### src/rtl/stream_mux_rr_pkg.sv
// Shared constants and the wrap-around priority search for the stream mux.
// Optional packet lock is enabled with STREAM_MUX_RR_LOCK_EN.
package stream_mux_pkg;

  localparam logic MODE_SELECT = 1'b0;
  localparam logic MODE_RR     = 1'b1;

  localparam int MAX_CHANNELS = 16;

  typedef struct packed {
    logic       found;
    logic [3:0] idx;
  } rr_pick_t;

  // First requester strictly after 'last', wrapping at n-1 -> 0.
  // Walk distances from far to near so the nearest requester overwrites.
  function automatic rr_pick_t rr_search(input logic [MAX_CHANNELS-1:0] req,
                                         input logic [3:0] last,
                                         input int n);
    rr_pick_t r;
    int c;
    r = '0;
    for (int k = MAX_CHANNELS; k >= 1; k--) begin
      if (k <= n) begin
        c = (int'(last) + k) % n;
        if (req[4'(c)]) begin
          r.found = 1'b1;
          r.idx   = 4'(c);
        end
      end
    end
    return r;
  endfunction

endpackage

### src/rtl/stream_mux_rr_if.sv
// Producer-side and consumer-side stream signals of the stream mux.
// STREAM_MUX_RR_LOCK_EN adds in_last/out_last.
interface stream_mux_rr_if #(
  parameter int WIDTH    = 8,
  parameter int CHANNELS = 4
);
  localparam int SEL_W = $clog2(CHANNELS);

  logic [CHANNELS*WIDTH-1:0] in_data;
  logic [CHANNELS-1:0]       in_valid;
  logic [CHANNELS-1:0]       in_ready;
  logic [WIDTH-1:0]          out_data;
  logic                      out_valid;
  logic                      out_ready;
  logic [SEL_W-1:0]          out_chan;
`ifdef STREAM_MUX_RR_LOCK_EN
  logic [CHANNELS-1:0]       in_last;
  logic                      out_last;

  modport master (output in_data, in_valid, in_last, out_ready,
                  input  in_ready, out_data, out_valid, out_chan, out_last);
  modport slave  (input  in_data, in_valid, in_last, out_ready,
                  output in_ready, out_data, out_valid, out_chan, out_last);
`else
  modport master (output in_data, in_valid, out_ready,
                  input  in_ready, out_data, out_valid, out_chan);
  modport slave  (input  in_data, in_valid, out_ready,
                  output in_ready, out_data, out_valid, out_chan);
`endif

endinterface

### src/rtl/stream_mux_rr_arbiter.sv
// Round-robin arbiter owning the last-winner pointer and the packet lock.
// The lock path is only exercised when STREAM_MUX_RR_LOCK_EN drives 'lock'.
module rr_arbiter
  import stream_mux_pkg::*;
#(
  parameter int  CHANNELS = 4,
  localparam int SEL_W    = $clog2(CHANNELS)
) (
  input  logic                clk,
  input  logic                rst,
  input  logic [CHANNELS-1:0] req,
  input  logic                advance,
  input  logic                lock,
  output logic [SEL_W-1:0]    grant,
  output logic                grant_valid
);

  logic [SEL_W-1:0]        last;
  logic [SEL_W-1:0]        lock_chan;
  logic                    locked;
  logic [MAX_CHANNELS-1:0] req_ext;
  rr_pick_t                pick;

  always_comb begin
    req_ext                 = '0;
    req_ext[CHANNELS-1:0]   = req;
    pick                    = rr_search(req_ext, 4'(last), CHANNELS);
    if (locked) begin
      grant       = lock_chan;
      grant_valid = req[lock_chan];
    end else begin
      grant       = SEL_W'(pick.idx);
      grant_valid = pick.found;
    end
  end

  // A locked beat leaves the pointer alone; it moves when the packet closes.
  always_ff @(posedge clk or posedge rst) begin
    if (rst) begin
      last      <= SEL_W'(CHANNELS - 1);
      lock_chan <= '0;
      locked    <= 1'b0;
    end else if (advance) begin
      if (lock) begin
        locked    <= 1'b1;
        lock_chan <= grant;
      end else begin
        locked <= 1'b0;
        last   <= grant;
      end
    end
  end

endmodule

### src/rtl/stream_mux_rr.sv
// N-channel stream mux with fixed-select or round-robin grant and one output register.
// Define STREAM_MUX_RR_LOCK_EN to hold the round-robin grant until in_last.
module stream_mux_rr
  import stream_mux_pkg::*;
#(
  parameter int  WIDTH    = 8,
  parameter int  CHANNELS = 4,
  localparam int SEL_W    = $clog2(CHANNELS)
) (
  input  logic             clk,
  input  logic             rst,
  input  logic             mode,
  input  logic [SEL_W-1:0] select,
  stream_mux_rr_if.slave   bus
);

  logic                load_en;
  logic                grant_valid;
  logic                rr_grant_valid;
  logic                transfer;
  logic                advance;
  logic                lock;
  logic [SEL_W-1:0]    grant;
  logic [SEL_W-1:0]    rr_grant;
  logic [CHANNELS-1:0] ready;
  logic [WIDTH-1:0]    mux_data;
  logic [WIDTH-1:0]    data_q;
  logic                valid_q;
  logic [SEL_W-1:0]    chan_q;
`ifdef STREAM_MUX_RR_LOCK_EN
  logic                mux_last;
  logic                last_q;
`endif

  rr_arbiter #(.CHANNELS(CHANNELS)) u_arb (
    .clk         (clk),
    .rst         (rst),
    .req         (bus.in_valid),
    .advance     (advance),
    .lock        (lock),
    .grant       (rr_grant),
    .grant_valid (rr_grant_valid)
  );

  always_comb begin
    load_en = !valid_q || bus.out_ready;
    if (mode == MODE_SELECT) begin
      grant       = select;
      grant_valid = int'(select) < CHANNELS;
    end else begin
      grant       = rr_grant;
      grant_valid = rr_grant_valid;
    end
    ready    = '0;
    mux_data = '0;
`ifdef STREAM_MUX_RR_LOCK_EN
    mux_last = 1'b0;
`endif
    for (int i = 0; i < CHANNELS; i++) begin
      if (load_en && grant_valid && int'(grant) == i) ready[i] = 1'b1;
    end
    for (int i = 0; i < CHANNELS; i++) begin
      if (ready[i]) begin
        mux_data = bus.in_data[i*WIDTH +: WIDTH];
`ifdef STREAM_MUX_RR_LOCK_EN
        mux_last = bus.in_last[i];
`endif
      end
    end
    transfer = |(ready & bus.in_valid);
    advance  = transfer && (mode == MODE_RR);
`ifdef STREAM_MUX_RR_LOCK_EN
    lock     = !mux_last;
`else
    lock     = 1'b0;
`endif
  end

  always_ff @(posedge clk or posedge rst) begin
    if (rst) begin
      valid_q <= 1'b0;
      data_q  <= '0;
      chan_q  <= '0;
`ifdef STREAM_MUX_RR_LOCK_EN
      last_q  <= 1'b0;
`endif
    end else if (load_en) begin
      if (transfer) begin
        valid_q <= 1'b1;
        data_q  <= mux_data;
        chan_q  <= grant;
`ifdef STREAM_MUX_RR_LOCK_EN
        last_q  <= mux_last;
`endif
      end else begin
        valid_q <= 1'b0;
      end
    end
  end

  assign bus.in_ready  = ready;
  assign bus.out_data  = data_q;
  assign bus.out_valid = valid_q;
  assign bus.out_chan  = chan_q;
`ifdef STREAM_MUX_RR_LOCK_EN
  assign bus.out_last  = last_q;
`endif

endmodule

### src/flat_wrapper.sv
// flat-port wrapper written by rule: the top's interface ports become plain ports
module stream_mux_rr_flat import stream_mux_pkg::*;
#(
  parameter int  WIDTH    = 8,
  parameter int  CHANNELS = 4,
  localparam int SEL_W    = $clog2(CHANNELS)
)
  (clk, rst, mode, select, bus_in_data, bus_in_valid, bus_out_ready, bus_in_ready, bus_out_data, bus_out_valid, bus_out_chan);
  stream_mux_rr_if #(.WIDTH(WIDTH), .CHANNELS(CHANNELS)) bus_i ();
  input  logic clk;
  input  logic rst;
  input  logic mode;
  input  logic [SEL_W-1:0] select;
  input wire logic [$bits(bus_i.in_data)-1:0] bus_in_data;
  input wire logic [$bits(bus_i.in_valid)-1:0] bus_in_valid;
  input wire logic [$bits(bus_i.out_ready)-1:0] bus_out_ready;
  output wire logic [$bits(bus_i.in_ready)-1:0] bus_in_ready;
  output wire logic [$bits(bus_i.out_data)-1:0] bus_out_data;
  output wire logic [$bits(bus_i.out_valid)-1:0] bus_out_valid;
  output wire logic [$bits(bus_i.out_chan)-1:0] bus_out_chan;
  assign bus_i.in_data = bus_in_data;
  assign bus_i.in_valid = bus_in_valid;
  assign bus_i.out_ready = bus_out_ready;
  assign bus_in_ready = bus_i.in_ready;
  assign bus_out_data = bus_i.out_data;
  assign bus_out_valid = bus_i.out_valid;
  assign bus_out_chan = bus_i.out_chan;
  stream_mux_rr #(.WIDTH(WIDTH), .CHANNELS(CHANNELS)) u_core (.clk(clk), .rst(rst), .mode(mode), .select(select), .bus(bus_i));
endmodule
### config.mk
export PLATFORM = sky130hd
export DESIGN_NAME = stream_mux_rr_flat
export DESIGN_NICKNAME = d
export VERILOG_FILES = /design/src/rtl/stream_mux_rr_pkg.sv /design/src/rtl/stream_mux_rr_if.sv /design/src/rtl/stream_mux_rr_arbiter.sv /design/src/rtl/stream_mux_rr.sv /design/src/flat_wrapper.sv
export SDC_FILE = /design/constraint.sdc
export NUM_CORES = 1
export LEC_CHECK = 0
export CAP_MARGIN = 10
export CORE_ASPECT_RATIO = 0.5
export CORE_UTILIZATION = 38
export DETAILED_ROUTE_END_ITERATION = 8
export PLACE_DENSITY_LB_ADDON = 0.15
export SYNTH_ARGS = -nofsm -noshare
export SYNTH_HDL_FRONTEND = slang
export SYNTH_SLANG_ARGS = --single-unit
### constraint.sdc
create_clock -name clk -period 2.4 [get_ports clk]
set_clock_uncertainty 0.05 [all_clocks]
set_input_delay 0.24 -clock clk [delete_from_list [all_inputs] [get_ports clk]]
set_output_delay 0.24 -clock clk [all_outputs]
set_load 0.02 [all_outputs]
### Word level (Yosys, flattened, before mapping)

Cells that the tools add are included.

* add/subtract/negate cells: 4
* magnitude comparators: 4
* equal/unequal tests: 3
* multiplexer cells: 27
* bitwise logic cells: 5
* reductions and logical operators: 15

Operators by type and width (count)
* $mux 8: 4
* $lt 3x6->1 const B: 4
* $mux 5: 4
* $mux 1: 14
* $bmux 1 s3: 4
* $reduce_or 2->1: 4
* $logic_and 1x1->1: 6
* $add 2x1->2 const B: 2
* $add 2x2->2 const B: 2
* $and 1x1->1 const A: 4
* $and 4x4->4: 1
* $eq 2x2->1 const B: 2
* $reduce_or 4->1: 1
* $eq 2x1->1 const B: 1
* $logic_not 2->1: 1
* $mux 2: 1
* $reduce_and 2->1: 1
* $logic_not 1->1: 1
* $logic_or 1x1->1: 1

* register bits: 13
* input bits: 42
* logic and storage cells: 62

### Longest topological paths before layout

Gate-level depths: netlist (run 1).

* depth after elaboration: 18
* gate-level depth with buffers: 8
* gate-level depth less buffers: 6

### By module

From an unflattened synthesis (run 1), not the netlist that was laid out.

* cells, all modules: 129
* area total of the unflattened synthesis: 1241.2 µm²

Modules (own cells, without submodules)
* stream_mux_rr: instances 1, cells each 75, area each 782.0 µm², seq. area each 275.3 µm²
* rr_arbiter: instances 1, cells each 54, area each 459.2 µm², seq. area each 127.6 µm²

### Worst setup path before layout (run 1)

OpenSTA, ideal clock, no wires.

* path kind: register to register
* start point: register u_core.u_arb.last[0]
* end point: register u_core.data_q[1] (netlist: u_core.bus.out_data[1])
* library setup time: 0.082 ns
* arrival: 1.840 ns
* data required time: 2.268 ns
* setup slack: 0.428 ns
* cell stages (with the launch flop): 7
* path buffers: 0
* period minus slack after synthesis: 1.972 ns
* cell sequence: dfstp_2 -> and2b_1 -> o21ai_0 -> nand3_1 -> o31ai_4 -> a22oi_1 -> a31oi_1

* elaborated cells between the ends (all ways): 50
* those cells by class: 4 x add/sub; 3 x eq/ne; 26 x mux; 5 x bitwise; 12 x reduce/logical

RTL lines
* start: declaration: RTL line stream_mux_rr_arbiter.sv:18 `logic [SEL_W-1:0] last;`
* start signal: assignment: RTL line stream_mux_rr_arbiter.sv:40 `last <= SEL_W'(CHANNELS - 1);`
* start signal: assignment: RTL line stream_mux_rr_arbiter.sv:49 `last <= grant;`
* $add 2x1->2: RTL line stream_mux_rr_pkg.sv:25 `c = (int'(last) + k) % n;`
* $reduce_or 2->1 (no source line)
* $and 1x1->1 (no source line)
* $bmux 1 s3: RTL line stream_mux_rr_pkg.sv:26 `if (req[4'(c)]) begin`
* $mux 1 (implied by the code) (2 in series): RTL line stream_mux_rr_pkg.sv:26
* $mux 5 (3 in series): RTL line stream_mux_rr_pkg.sv:26
* $mux 5 *: RTL line stream_mux_rr_pkg.sv:26
* $mux 2 or $mux 1 (tied branches): RTL line stream_mux_rr.sv:47 `if (mode == MODE_SELECT) begin`
* $eq 2x2->1 or $logic_and 1x1->1 (tied branches): RTL line stream_mux_rr.sv:60 `if (load_en && grant_valid && int'(grant) == i) ready[i] = 1'b1;`
* $logic_and 1x1->1 *: RTL line stream_mux_rr.sv:60
* $mux 1 *: RTL line stream_mux_rr.sv:60
* via bus_in_ready[2]: RTL line flat_wrapper.sv:17 `output wire logic [$bits(bus_i.in_ready)-1:0] bus_in_ready;`
* $and 4x4->4: RTL line stream_mux_rr.sv:70 `transfer = |(ready & bus.in_valid);`
* $reduce_or 4->1: RTL line stream_mux_rr.sv:70
* $reduce_and 2->1 (no source line)
* end signal: assignment: RTL line stream_mux_rr.sv:90 `data_q <= mux_data;`
* end: declaration: RTL line stream_mux_rr.sv:27 `logic [WIDTH-1:0] data_q;`

Mark *: on every way through the listed nets, which the timed path passes. The rest lies on a longest branch. The select of a mux whose other input is x is not followed.
A chain may end at the register's enable or synchronous reset.

### Final worst setup path (run 1)

* start point: register u_core.u_arb.last[0]
* end point: output port bus_in_ready[1]

* longest elaborated chain between the ends: 14
* elaborated cells between the ends (all ways): 34
* those cells by class: 4 x add/sub; 1 x eq/ne; 19 x mux; 4 x bitwise; 6 x reduce/logical

Ends and longest elaborated chain (RTL line)
* $add 2x1->2: stream_mux_rr_pkg.sv:25
* $reduce_or 2->1 (no source line)
* $and 1x1->1 (no source line)
* $bmux 1 s3: stream_mux_rr_pkg.sv:26
* $mux 1 (implied by the code) (2 in series): stream_mux_rr_pkg.sv:26
* $mux 5 (3 in series): stream_mux_rr_pkg.sv:26
* $mux 5 *: stream_mux_rr_pkg.sv:26
* $mux 2 or $mux 1 (tied branches): stream_mux_rr.sv:47
* $eq 2x2->1 or $logic_and 1x1->1 (tied branches): stream_mux_rr.sv:60
* $logic_and 1x1->1 *: stream_mux_rr.sv:60
* $mux 1 *: stream_mux_rr.sv:60
* end: declaration: flat_wrapper.sv:17

Every way passes the cells marked *; elsewhere a longest branch is shown, timed or not. The select of a mux whose other input is x is not followed.

==> results.json, run 1 <==
{
  "avgRoutedWirePerCell_um": 13.4,
  "grt.total_usage_pct": 23.4,
  "portBuffers": 56,
  "vias_per_cell": 5.06,
  "stdcell_count": 227,
  "syn_area_mm2": 0.00101,
  "cts_hold_buf": 0,
  "synth_edf_count": 0,
  "diodes": 0,
  "min_period_ns": 2.30,
  "share_comb_of_total_power_pct": 61.6,
  "syn_inst": 116,
  "finalHoldViolCount": 0,
  "dpl.cell_count": 223,
  "cp_max_fo": 6,
  "clkLatencyLatePin_ns": 0.24,
  "via_count": 1148,
  "power.leakage_nw": 0.735,
  "worstSetupEndpointType": "output port",
  "netlist_top_cells_count": "nor2_1 (13), dfrtp_1 (11), nand2_1 (11), mux2_2 (10), a31oi_1 (9)",
  "clk_pin_slew_worst_paths_ns": 0.06,
  "tightest_slew_ns": 0.516,
  "post-route-util_pct": 75.2,
  "swShare_pct": 39.5,
  "clkSinkCount": 13,
  "period_share_pct": 96.0,
  "hold_class": "input pin to asynchronous set/reset pin",
  "max_clock_freq_ghz": 0.434,
  "power.share.clock_pct": 12.3,
  "die_x_um": 74.9,
  "synth_top_area_share_pct": 27.2,
  "grt_pass1_wl_mm": 4.82,
  "synth_ff_type": "dfrtp_1",
  "initial_core_util_pct": 42.9,
  "reg2reg_depth": 8,
  "drv_cap": 0,
  "dp_slack_ns": -0.177,
  "peakVddDrop_v": 0.000417,
  "status": "completed",
  "synth-seq-cells": 13,
  "post_cts_buffers": 0,
  "firstDrtPassIters": 4,
  "cts_max_level": 1,
  "synthTopCellsByArea": "dfrtp_1 (27%), mux2_2 (11%), a22oi_1 (5.9%)",
  "area_delta_synth_final_pct": 75.4,
  "die_h_um": 38.5,
  "finalPower_mw": 1.60,
  "gr-total-overflow": 0,
  "synth_warnings": 0,
  "criticalPathCategory": "register to output port",
  "rows": 12,
  "clockRootBuffer": "clkbuf_8",
  "seq_area_frac_synth_pct": 32.4,
  "async_reset_ff_share_pct": 100,
  "intPower_uw": 968,
  "cts_buffers": 3,
  "finalSetupViolCount": 0,
  "grt_pass1_vias": 1109,
  "synth_top_cell_by_area": "dfrtp_1",
  "synth_cell_types": 29,
  "totalWireLength_mm": 3.05,
  "cts_tree": "built",
  "ant_nets": 0,
  "grt_max_degree": 18,
  "cts-resized-gates": 6,
  "slew_headroom_pct": 65.2,
  "drv_slew": 0,
  "rsz0062_at_grt": "false",
  "p_switching_uw": 633,
  "dieArea_mm2": 0.00288,
  "gp_congestion": 0.816,
  "post_synth.cell_area_avg_um2": 8.72,
  "pwr-share-seq_pct": 26.1,
  "crit_required_ns": 2.11,
  "startpoint_type": "register",
  "arrival_ns": 2.01,
  "final_nets": 235,
  "yosysMostFrequentCell": "nor2_1",
  "worst_slack_ns": 0.0964,
  "design.core.area_mm2": 0.00236,
  "drc": 0,
  "antenna_found_initial": 0,
  "place_hpwl_mm": 2.40,
  "power_density_mw_per_mm2": 903,
  "drive_gt1_share_pct": 24.0,
  "clock_tree.buffer_depth": 2,
  "pin_count": 57,
  "first_iter_violations": 25,
  "synth_nets": 158
}
-- cell families (layout without fill, tap and decap cells) --
group	after synthesis	count (layout)	share of synthesized area [%]
mux	10	10	11.1
compound gates	37	37	27.8
flops	13	13	32.4
buf+inv	8	84	4.33
simple gates	48	48	24.3
-- power groups by stage --
stage	Combinational (mW)	Clock, mW	Sequential [mW]
after floorplan	0.421	0	0.528
after global placement	0.987	0	0.416
after detailed placement	0.995	0	0.420
after CTS	0.993	0.198	0.416
after global routing	1.06	0.209	0.433
final	0.987	0.196	0.418
-- flip-flops by register name (all words and copies together) (netlist names) --
name                  cells
u_core.bus.out_data       8
u_core.u_arb.last         2
u_core.bus.out_chan       2
u_core.bus.out_valid      1
-- worst max-delay path, stage by stage, from the launching register on --
cell           delay [ns]
dfstp_2              0.56
and2b_1              0.20
buf_4                0.13
o2111ai_2            0.18
nand2_1              0.18
and3_1               0.21
dlygate4sd2_1        0.31
-- cells in the final DEF (no fill, tap or decap), drive strengths merged --
cell type      instances
o21ai                  6
or2                    2
clkbuf                 6
nand2                 11
o22ai                  2
and2b                  1
o31ai                  2
a21oi                  3
nor2b                  6
and3                   1
a22oi                  8
a41oi                  1
o221a                  1
clkdlybuf4s50         52
mux2                  10
dfstp                  2
and3b                  1
nand2b                 6
and2                   1
nor2                  13
dlygate4sd2            1
nand3b                 2
a31oi                  9
buf                   23
a21o                   1
or3b                   1
inv                    2
o21a                   3
dfrtp                 11
nand3                  3
o2111ai                1
-- metal layers --
metal | share of wire, % | routed length [um] | global-route usage (%) | up-vias
li1 | - | - | - | 574
met1 | 45 | 1380 | 27.9 | 530
met2 | 48 | 1460 | 42.1 | 42
met3 | 6.2 | 190 | 5.53 | 2
met4 | 0.69 | 21 | 8.02 | 0
met5 | 0 | 0 | 0 | -
-- stage by stage --
stage               setup TNS, ns  instance area (um^2)  hold slack [ns]
global route                    0                  1770            0.342
global placement           -0.642                  1740            0.438
finish                          0                  1770            0.279
detailed placement         -0.563                  1740            0.444
CTS                             0                  1790            0.300
floorplan                       0                  1010           0.0655
-- area by class of cell --
class | instances | area [um^2]
sequential | 13 | 328
fill | 180 | 584
inverter | 2 | 7.51
clock buffer | 4 | 45.0
tap | 35 | 43.8
multi-input combinational | 95 | 639
timing repair buffer | 78 | 709
-- worst paths after layout --
kind	to	slack, ns	start
min in group clk	u_core.bus.out_chan[1]$_DFFE_PP0P_	0.45	u_core.bus.out_chan[1]$_DFFE_PP0P_
max in group asynchronous	u_core.u_arb.last[1]$_DFFE_PP1P_	1.67	rst
worst min register to register	u_core.bus.out_chan[1]$_DFFE_PP0P_	0.45	u_core.bus.out_chan[1]$_DFFE_PP0P_
worst max register to register	u_core.bus.out_data[3]$_DFFE_PP0P_	0.18	u_core.u_arb.last[0]$_DFFE_PP1P_
worst max-delay path	bus_in_ready[1]	0.1	u_core.u_arb.last[0]$_DFFE_PP1P_
worst min-delay path	u_core.bus.out_data[6]$_DFFE_PP0P_	0.28	rst
Note: power is estimated with default switching activity, not from simulation.
==> inputs of run 2 (changes only) <==
CTS_CLUSTER_DIAMETER = 40   (was not set)
==> results of run 2 <==
The final DEF is identical to that of run 1; final timing and power are the same.
